File: config.mk
export PLATFORM = sky130hd
export DESIGN_NAME = lc3_mem_arbiter
export DESIGN_NICKNAME = d
export VERILOG_FILES = /design/src/rtl/lc3_mem_pkg.sv /design/src/rtl/lc3_memarb_timer.sv /design/src/rtl/lc3_mem_arbiter.sv
export SDC_FILE = /design/constraint.sdc
export NUM_CORES = 1
export LEC_CHECK = 0
export ABC_AREA = 1
export CAP_MARGIN = 20
export CORE_MARGIN = 4
export CORE_UTILIZATION = 35
export DETAILED_ROUTE_END_ITERATION = 7
export PLACE_DENSITY = 0.73
export SLEW_MARGIN = 20
export SYNTH_ARGS = -nofsm -noshare
export SYNTH_HDL_FRONTEND = slang
export SYNTH_SLANG_ARGS = --single-unit
File: constraint.sdc
create_clock -name clk -period 2.4 [get_ports clk]
set_clock_uncertainty 0.2 [all_clocks]
set_input_delay 0.36 -clock clk [delete_from_list [all_inputs] [get_ports clk]]
set_output_delay 0.36 -clock clk [all_outputs]
set_load 0.02 [all_outputs]
File: src/rtl/lc3_mem_pkg.sv
// rtl/lc3_mem_pkg.sv - shared types and constants for the LC-3 memory arbiter
package lc3_mem_pkg;

    typedef enum logic [1:0] {
        IDLE  = 2'd0,
        GNT_F = 2'd1,
        GNT_D = 2'd2,
        CPL   = 2'd3
    } arb_state_t;

    localparam logic REQ_F = 1'b0;
    localparam logic REQ_D = 1'b1;

    localparam int DEF_AW = 16;
    localparam int DEF_DW = 16;

endpackage

File: src/rtl/lc3_memarb_timer.sv
// rtl/lc3_memarb_timer.sv - 8-bit bus watchdog; expire is high while count == TIMEOUT-1
module lc3_memarb_timer #(
    parameter int TIMEOUT = 15
) (
    input  logic clk,
    input  logic reset,
    input  logic clear,
    input  logic enable,
    output logic expire
);

    localparam logic [7:0] LAST = 8'(TIMEOUT - 1);

    logic [7:0] count;

    always_ff @(posedge clk or posedge reset) begin
        if (reset) begin
            count <= 8'd0;
        end else if (clear) begin
            count <= 8'd0;
        end else if (enable) begin
            count <= count + 8'd1;
        end
    end

    assign expire = (count == LAST);

endmodule

File: src/rtl/lc3_mem_arbiter.sv
// rtl/lc3_mem_arbiter.sv - fetch/data arbiter for the LC-3 memory port with timeout watchdog
// Optional macro LC3_MEMARB_RR_EN selects round-robin arbitration instead of fixed D-over-F.
module lc3_mem_arbiter
    import lc3_mem_pkg::*;
#(
    parameter int AW      = DEF_AW,
    parameter int DW      = DEF_DW,
    parameter int TIMEOUT = 15
) (
    input  logic          clk,
    input  logic          reset,
    input  logic          f_req,
    input  logic [AW-1:0] f_addr,
    output logic [DW-1:0] f_rdata,
    output logic          f_done,
    input  logic          d_req,
    input  logic          d_we,
    input  logic [AW-1:0] d_addr,
    input  logic [DW-1:0] d_wdata,
    output logic [DW-1:0] d_rdata,
    output logic          d_done,
    output logic          mem_req,
    output logic          mem_we,
    output logic [AW-1:0] mem_addr,
    output logic [DW-1:0] mem_wdata,
    input  logic [DW-1:0] mem_rdata,
    input  logic          mem_ack,
    output logic          stall,
    output logic          bus_err
);

    arb_state_t state, state_next;
    logic       grant_d;
    logic       in_gnt;
    logic       expire;
    logic       finish;

`ifdef LC3_MEMARB_RR_EN
    logic last_grant;

    always_comb begin
        grant_d = d_req;
        if (d_req && f_req) begin
            grant_d = (last_grant == REQ_F);
        end
    end

    always_ff @(posedge clk or posedge reset) begin
        if (reset) begin
            last_grant <= REQ_F;
        end else if (state == IDLE && (d_req || f_req)) begin
            last_grant <= grant_d ? REQ_D : REQ_F;
        end
    end
`else
    always_comb begin
        grant_d = d_req;
    end
`endif

    assign in_gnt = (state == GNT_F) || (state == GNT_D);
    // An ack arriving on the expiry cycle still completes normally.
    assign finish = in_gnt && (mem_ack || expire);

    lc3_memarb_timer #(
        .TIMEOUT(TIMEOUT)
    ) u_timer (
        .clk    (clk),
        .reset  (reset),
        .clear  (!in_gnt),
        .enable (in_gnt && !mem_ack),
        .expire (expire)
    );

    always_ff @(posedge clk or posedge reset) begin
        if (reset) begin
            state <= IDLE;
        end else begin
            state <= state_next;
        end
    end

    always_comb begin
        state_next = state;
        case (state)
            IDLE: begin
                if (d_req || f_req) begin
                    state_next = grant_d ? GNT_D : GNT_F;
                end
            end
            GNT_F, GNT_D: begin
                if (mem_ack || expire) begin
                    state_next = CPL;
                end
            end
            CPL:     state_next = IDLE;
            default: state_next = IDLE;
        endcase
    end

    // Bus-side request and transfer latches; F grants never write.
    always_ff @(posedge clk or posedge reset) begin
        if (reset) begin
            mem_req   <= 1'b0;
            mem_we    <= 1'b0;
            mem_addr  <= '0;
            mem_wdata <= '0;
        end else begin
            mem_req <= (state_next == GNT_F) || (state_next == GNT_D);
            if (state == IDLE && (d_req || f_req)) begin
                if (grant_d) begin
                    mem_we    <= d_we;
                    mem_addr  <= d_addr;
                    mem_wdata <= d_wdata;
                end else begin
                    mem_we    <= 1'b0;
                    mem_addr  <= f_addr;
                    mem_wdata <= '0;
                end
            end
        end
    end

    always_ff @(posedge clk or posedge reset) begin
        if (reset) begin
            f_rdata <= '0;
            d_rdata <= '0;
            f_done  <= 1'b0;
            d_done  <= 1'b0;
            bus_err <= 1'b0;
        end else begin
            f_done  <= 1'b0;
            d_done  <= 1'b0;
            bus_err <= 1'b0;
            if (finish) begin
                bus_err <= !mem_ack;
                if (state == GNT_F) begin
                    f_done  <= 1'b1;
                    f_rdata <= mem_ack ? mem_rdata : '0;
                end else begin
                    d_done <= 1'b1;
                    if (!mem_we) begin
                        d_rdata <= mem_ack ? mem_rdata : '0;
                    end
                end
            end
        end
    end

    assign stall = (f_req && !f_done) || (d_req && !d_done);

endmodule

Yosys cells after proc, flatten, opt, wreduce, memory -nomap -nowiden

Index checks and enable logic that the tools add are counted.
W data, S select, Z words.

Add/sub/neg operators: 1
Eq/ne operators: 7
Mux-type cells: 15
Bitwise gates (word level): 2
Reduce and logical (&&, ||, !) cells: 17

Operator list:

| cell                  | number |
|---|---|
| $mux W16              | 3 |
| $mux W8               | 2 |
| $add A8 B1 Y8 const B | 1 |
| $eq A8 B4 Y1 const B  | 1 |
| $eq A2 B2 Y1 const B  | 3 |
| $mux W1               | 6 |
| $mux W2               | 3 |
| $pmux W2 S3           | 1 |
| $logic_and A1 B1 Y1   | 5 |
| $logic_or A1 B1 Y1    | 5 |
| $eq A2 B1 Y1 const B  | 2 |
| $logic_not A1 Y1      | 3 |
| $reduce_and A3 Y1     | 1 |
| $logic_not A2 Y1      | 1 |
| $ne A2 B1 Y1 const B  | 1 |
| $not A1 Y1            | 2 |
| $reduce_and A2 Y1     | 1 |
| $reduce_or A2 Y1      | 1 |

Register bits: 79
Input bits: 70
Word-level logic and storage cells: 53

Logic depth before layout (Yosys ltp)

Gate-level depths: netlist of run 1.

Depth after elaboration: 6
Gate-level depth with buffers: 10

Modules after synthesis

Synthesis of run 1 repeated with hierarchy kept, for this count alone.

Cell total of the unflattened synthesis: 427
Area total of the unflattened synthesis: 3693.5 sq um

Modules (own cells, without submodules):

| module           | instances | cells each | area an instance (sq um) | seq. area each (sq um) |
|---|---|---|---|---|
| lc3_mem_arbiter  | 1         | 359        | 3195.6                   | 1776.7 |
| lc3_memarb_timer | 1         | 68         | 498.0                    | 200.2 |

Worst setup path after synthesis of run 1

No wires, ideal clock.

Path type: in2out
From: input port d_req
To: output port stall
Arrival: 1.167 ns
Data required time: 1.840 ns
Setup slack: 0.673 ns
Stages: 4
Cells stage by stage: buf_2 > inv_2 > clkbuf_1 > o22ai_1

Word-level cells in the longest chain between the ends: 2

RTL lines:

| item                | RTL line               | RTL |
|---|---|---|
| start, declared     | lc3_mem_arbiter.sv:16  | `input logic d_req,` |
| $logic_and A1 B1 Y1 | lc3_mem_arbiter.sv:150 | `assign stall = (f_req && !f_done) \|\| (d_req && !d_done);` |
| $logic_or A1 B1 Y1  | lc3_mem_arbiter.sv:150 |  |
| end, declared       | lc3_mem_arbiter.sv:28  | `output logic stall,` |

Every way passes these cells.

Worst setup path after layout of run 1

Ends and elaborated chain as after synthesis.

==> reports/metrics.csv, run 1 <==
stage,metric,value,unit
run_status,status,"finished, final reports clean",
sta,RSZ-0062 raised after global routing,false,
global_route,vias in the first global route,3093,
floorplan,Initial Util,35.8,%
sta,Fmax,0.441,GHz
global_route,first-pass GRT wire length,14900,µm
clock_network,H-Tree Depth,3,
clock_network,clock-pin slew on the worst setup and hold paths,0.08,ns
detailed_routing,Post-DRT Antenna Nets,0,
layout,Diodes inserted,0,
detailed_routing,DRC,0,
pwr,Power Density,1230,nW/µm²
yosys,most common cell in the netlist,nand2_1,
yosys,Post-synth EDFFs,0,
setup_path,Worst R2R Setup Slack,0.32,ns
yosys,dominant synthesized flop cell,dfrtp_1,
clock_network,hold-fix buffer count after cts,0,
setup_path,worst reg2reg path endpoint,f_rdata[7]$_DFFE_PP0P_,
sta,crit path time final,2.27,ns
global_route,initial antenna violation count,0,
floorplan,Core Rows,36,
detailed_routing,first-pass detailed-route iteration total,5,
detailed_routing,1st-iter DRT viols,145,
global_route,global route total overflow,0,
setup_path,Startpoint Class,input pin,
clock_network,CTS resizes,0,
yosys,Netlist cell types,26,
clock_network,cts bufs inserted,9,
pwr,"IR drop worst, VDD",0.000580,V
clock_network,maximum buffer depth of the clock tree,2,
yosys,Mapped Avg Cell Area,9.12,µm²
place,Final HPWL DP,6810,µm
sta,final hold vios,0,
yosys,Yosys top cell area share,56.4,%
setup_path,Critical Path Fanout Max,2,
yosys,sequential area share after synthesis,56.4,%
clock_network,CTS tree,built,
yosys,most area-hungry cell type in the Yosys netlist,dfrtp_1,
global_route,Total Routing Usage GR,16.3,%
place,cell count after placement,643,
hold_path,Hold Crit Class,input pin to async pin,
clock_network,clock sink count,79,
setup_path,CP Data Required Time,1.84,ns
sta,max_slew headroom,55.8,%
yosys,cell count after synthesis,384,
clock_network,postcts setup bufs,0,
detailed_routing,Vias,3085,
yosys,synth warn,0,
layout,Layout Nets,596,
place,# port buffers,139,
yosys,leading post-synthesis cells by instance count,"102 x nand2_1, 79 x dfrtp_1, 31 x inv_1",
layout,"Cell Count, Final, Fillers Out",659,
yosys,Post-synth ARST share,100,%
sta,Worst-Margin Slew,0.662,ns
clock_network,clock latency on the worst-skew pair,0.35,ns
detailed_routing,WL per Instance,14.2,µm
global_route,largest net degree at the start of global routing,45,
setup_path,Arrival @ worst endpoint,1.71,ns
setup_path,critical path class,input pin to output port,
clock_network,root buffer cell,clkbuf_8,
layout,final instance area,5230,µm²
floorplan,# IOs,140,
yosys,Mapped Area,3500,µm²
setup_path,Register-to-Register Path Depth,5,
floorplan,Die Y-Extent,108,µm
layout,layout cells sized above 1,10.5,%
setup_path,worst r2r src,state[0]$_DFF_PP0_,
yosys,synth top area cells,"dfrtp_1 56%, nand2_1 11%, o21ai_2 4.5%",
layout,Area Overhead vs Synth,49.3,%
place,Placed Area,5020,µm²
yosys,Yosys reg bits,79,
place,RD Place Congestion,0.755,
detailed_routing,total wire length,9350,µm
floorplan,die area,11700,µm²
setup_path,CP Capture Type,output port,
floorplan,die width,108,µm
job,Max-cap violations,0,
sta,Hold WS,0.246,ns
sta,Final period util,94.4,%
sta,# setup viols final,0,
detailed_routing,Vias/cell,4.68,
sta,Final Max Tran Viols,0,
floorplan,core region area,9770,µm²
sta,setup TNS,0,ns
pwr,leakage power,2.31,nW
yosys,syn_nets,459,
-- flip-flops by register name, indices dropped and copies added (netlist names) --
name and cells:
mem_wdata 16, d_done 1, f_rdata 16, mem_addr 16, u_timer.count 8, bus_err 1
state 2, f_done 1, mem_we 1, mem_req 1, d_rdata 16
-- layout make-up --
type / instances / area, µm²
well taps: 133 / 166
repair buffers: 148 / 1500
multi-input cells: 246 / 1240
fillers: 890 / 4540
inverters: 37 / 143
clock buffers: 10 / 138
clock inverters: 6 / 68.8
flip-flops and latches: 79 / 1980
-- report_power, final --
| part | switching [mW] | internal (mW) |
|---|---|---|
| Combinational | 1.77 | 1.44 |
| Clock | 0.504 | 0.514 |
| Sequential | 0.299 | 1.88 |
-- worst max-delay path, stage by stage --
cell             delay [ns]
clkdlybuf4s50_1        0.52
inv_2                  0.06
o22ai_1                0.14
clkdlybuf4s50_1        0.63
-- per-layer routing --
layer  vias to the layer above  track usage [%]  wire length, µm
met5                         -                0                0
met4                         0             4.60               76
met3                         8             6.75              981
met2                       125             26.6             4250
met1                      1430             20.0             4050
li1                       1522                -                -
-- worst max-delay path by stage --
stage	from	endpoint	slack, ns	cells after the start
final	d_req	stall	0.13	4
after global placement	d_req	stall	0.14	4
after floorplan	d_req	stall	0.67	4
after CTS	d_req	stall	0.12	4
after global routing	d_req	stall	0.11	4
after detailed placement	d_req	stall	0.14	4
-- cell usage in the layout (no fill, tap or decap), drive strengths merged, types with 2 or more instances in the layout --
master and instances:
a21oi 7, a31oi 16, buf 9, clkbuf 10
clkdlybuf4s50 139, clkinv 3, clkinvlp 2, dfrtp 79
ha 5, inv 37, nand2 104, nand3 24
nand4 3, nor2 27, nor3 3, o21ai 53
-- metrics by stage --
step           setup WS, ns  power (mW)  util (%)
2_1_floorplan         0.673        4.01         -
3_3_place_gp          0.136        5.39      51.4
3_5_place_dp          0.138        5.46      51.4
4_1_cts               0.124        6.51      53.5
5_1_grt               0.110        6.90      53.5
6_report              0.134        6.41      53.5
-- cell families (layout without fill, tap and decap cells) --
| family | after synthesis | in the layout | share of synthesized area [%] |
|---|---|---|---|
| simple gates | 162 | 162 | 19.7 |
| compound gates | 79 | 79 | 14.0 |
| flops | 79 | 79 | 56.4 |
| buf+inv | 59 | 201 | 8.11 |
| fa+ha+maj | 5 | 5 | 1.79 |
(Power assumes the default switching activity.)
==> run 2: changes to the inputs <==
Settings changed: CTS_CLUSTER_DIAMETER from default to 100, SLEW_MARGIN 20 to 5.
==> results of run 2 <==
Same layout as run 1: the final DEF is identical, and so are final timing and power.
==> run 3: changes to the inputs <==
Clock period 2.4 ns to 1.9 ns, I/O delays scaled along.
==> run 3 against run 2 <==
Wire length is 2.1% higher. Worst hold slack worse by 0.086 ns. Sequential cell count stayed put. Global-route usage is 0.45 points higher. Register-to-register slack worse by 0.17 ns. Clock power is 26% higher. Die area stayed put.
==> reports/metrics.csv, run 3 (synthesis results as in run 1) <==
stage,metric,value,unit
sta,Hold WS,0.159,ns
run_status,status,"finished, final reports clean",
clock_network,H-Tree Depth,3,
layout,"commonest cells after routing, fill and taps aside","133 x clkdlybuf4s50_1, 102 x nand2_1, 79 x dfrtp_1, 29 x inv_1, 24 x nor2_1",
layout,Fillers,895,
sta,final hold vios,0,
global_route,global route total overflow,0,
floorplan,Initial Util,35.8,%
floorplan,Die Y-Extent,108,µm
floorplan,core region area,9770,µm²
sta,# setup viols final,0,
floorplan,die width,108,µm
setup_path,Critical-path top delay cell,clkdlybuf4s50_1,
layout,layout cells sized above 1,12.1,%
pwr,"IR drop worst, VDD",0.000610,V
setup_path,top cell family by delay on the critical path,buffers and inverters,
place,Post-Place Worst Slack,-0.270,ns
layout,Area Overhead vs Synth,51.5,%
detailed_routing,1st-iter DRT viols,114,
detailed_routing,WL per Instance,14.4,µm
clock_network,CTS tree,built,
sta,Final WS setup,0.0633,ns
sta,Final period util,96.7,%
clock_network,cts bufs inserted,9,
global_route,initial antenna violation count,0,
detailed_routing,Post-DRT Antenna Nets,0,
floorplan,die area,11700,µm²
place,# port buffers,139,
detailed_routing,Vias/cell,4.75,
detailed_routing,first-pass detailed-route iteration total,4,
layout,Diodes inserted,0,
setup_path,CP peak stage delay,0.62,ns
floorplan,# IOs,140,
sta,Final Max Tran Viols,0,
global_route,largest net degree at the start of global routing,47,
layout,"Core Util, Final",54.3,%
layout,final instance area,5310,µm²
job,Max-cap violations,0,
clock_network,clock latency on the worst-skew pair,0.35,ns
place,RD Place Congestion,0.851,
detailed_routing,total wire length,9540,µm
pwr,Final Total Pwr,8.27,mW
setup_path,critical path class,register to output port,
clock_network,maximum buffer depth of the clock tree,2,
layout,"Cell Count, Final, Fillers Out",664,
sta,Fmax,0.544,GHz
place,Placed Area,5090,µm²
hold_path,Hold Crit Class,input pin to async pin,
detailed_routing,Vias,3154,
layout,Sequential cell area,1980,µm²
place,Final HPWL DP,7060,µm
setup_path,Startpoint Class,register,
floorplan,Core Rows,36,
setup_path,Critical Path Fanout Max,2,
sta,Worst-Margin Slew,0.353,ns
setup_path,Crit path buffers/inverters,1,
layout,"commonest non-fill, non-tap cell in the layout",clkdlybuf4s50_1,
pwr,leakage power,2.40,nW
clock_network,clock-pin slew on the worst setup and hold paths,0.08,ns
place,cell count after placement,648,
setup_path,Arrival @ worst endpoint,1.35,ns
clock_network,clock sink count,79,
clock_network,hold-fix buffer count after cts,0,
setup_path,CP Capture Type,output port,
layout,area occupied by multi-input gates,1250,µm²
setup_path,sequence of cells on the critical path,clkdlybuf4s50_1,
global_route,Total Routing Usage GR,16.8,%
global_route,first-pass GRT wire length,15400,µm
detailed_routing,DRC,0,
sta,max_slew headroom,76.4,%
sta,crit path time final,1.84,ns
pwr,Power Density,1560,nW/µm²
global_route,vias in the first global route,3232,
clock_network,root buffer cell,clkbuf_8,
layout,Layout Nets,601,
clock_network,postcts setup bufs,0,
setup_path,CP Data Required Time,1.41,ns
sta,RSZ-0062 raised after global routing,false,
sta,setup TNS,0,ns
run 3: cell types whose count changed in the layout (fill, tap and decap cells not counted), moves of 2 or more:
cell             previous run  this run
buf_4                       6         9
clkdlybuf4s50_1           139       133
nor2_1                     26        24
nor2_2                      1         3
buf_12                      3         5
dlymetal6s2s_1              0         4
run 3: power by group:
group	leakage, nW	switching (mW)	internal (mW)
Sequential	1.01	0.402	2.38
Combinational	1.29	2.27	1.92
Clock	0.107	0.610	0.685
Total	2.40	3.28	4.99
run 3: area by class of cell:
| type | instances | area share (%) |
|---|---|---|
| Clock inverter | 4 | 0.991 |
| Sequential cell | 79 | 37.3 |
| Multi-Input combinational cell | 246 | 23.5 |
| Clock buffer | 12 | 2.92 |
| Inverter | 37 | 2.69 |
| Timing Repair Buffer | 153 | 29.5 |
| Tap cell | 133 | 3.14 |
run 3: worst reg2reg max path, delay by kind of cell, from the launching register on:
kind	cells	cell delay, ns
simple gates	5	0.46
buf+inv	2	0.22
flops	1	0.39
fa+ha+maj	1	0.42
run 3: final timing paths:
path	from	to	slack, ns	cells after the start
max	mem_addr[12]$_DFFE_PP0P_	mem_addr[12]	0.06	1
max in group asynchronous	reset	state[1]$_DFF_PP0_	1.07	3
min	reset	f_rdata[5]$_DFFE_PP0P_	0.16	3
min reg2reg	d_rdata[2]$_DFFE_PP0P_	d_rdata[2]$_DFFE_PP0P_	0.29	2
max reg2reg	state[0]$_DFF_PP0_	mem_req$_DFF_PP0_	0.15	8
min in group clk	d_rdata[2]$_DFFE_PP0P_	d_rdata[2]$_DFFE_PP0P_	0.29	2
run 3: what timing repair did:
action / 4_1_cts / 5_1_grt
pin swaps: 0 / 0
hold endpoints to repair: 0 / 0
gates resized for setup: 2 / 10
setup endpoints to repair: 2 / 33
run 3: metal layers:
layer / wire (µm) / GRT usage (%)
met5: 0 / 0
met4: 183 / 6.04
met3: 1070 / 6.33
met2: 4380 / 27.3
met1: 3910 / 20.4
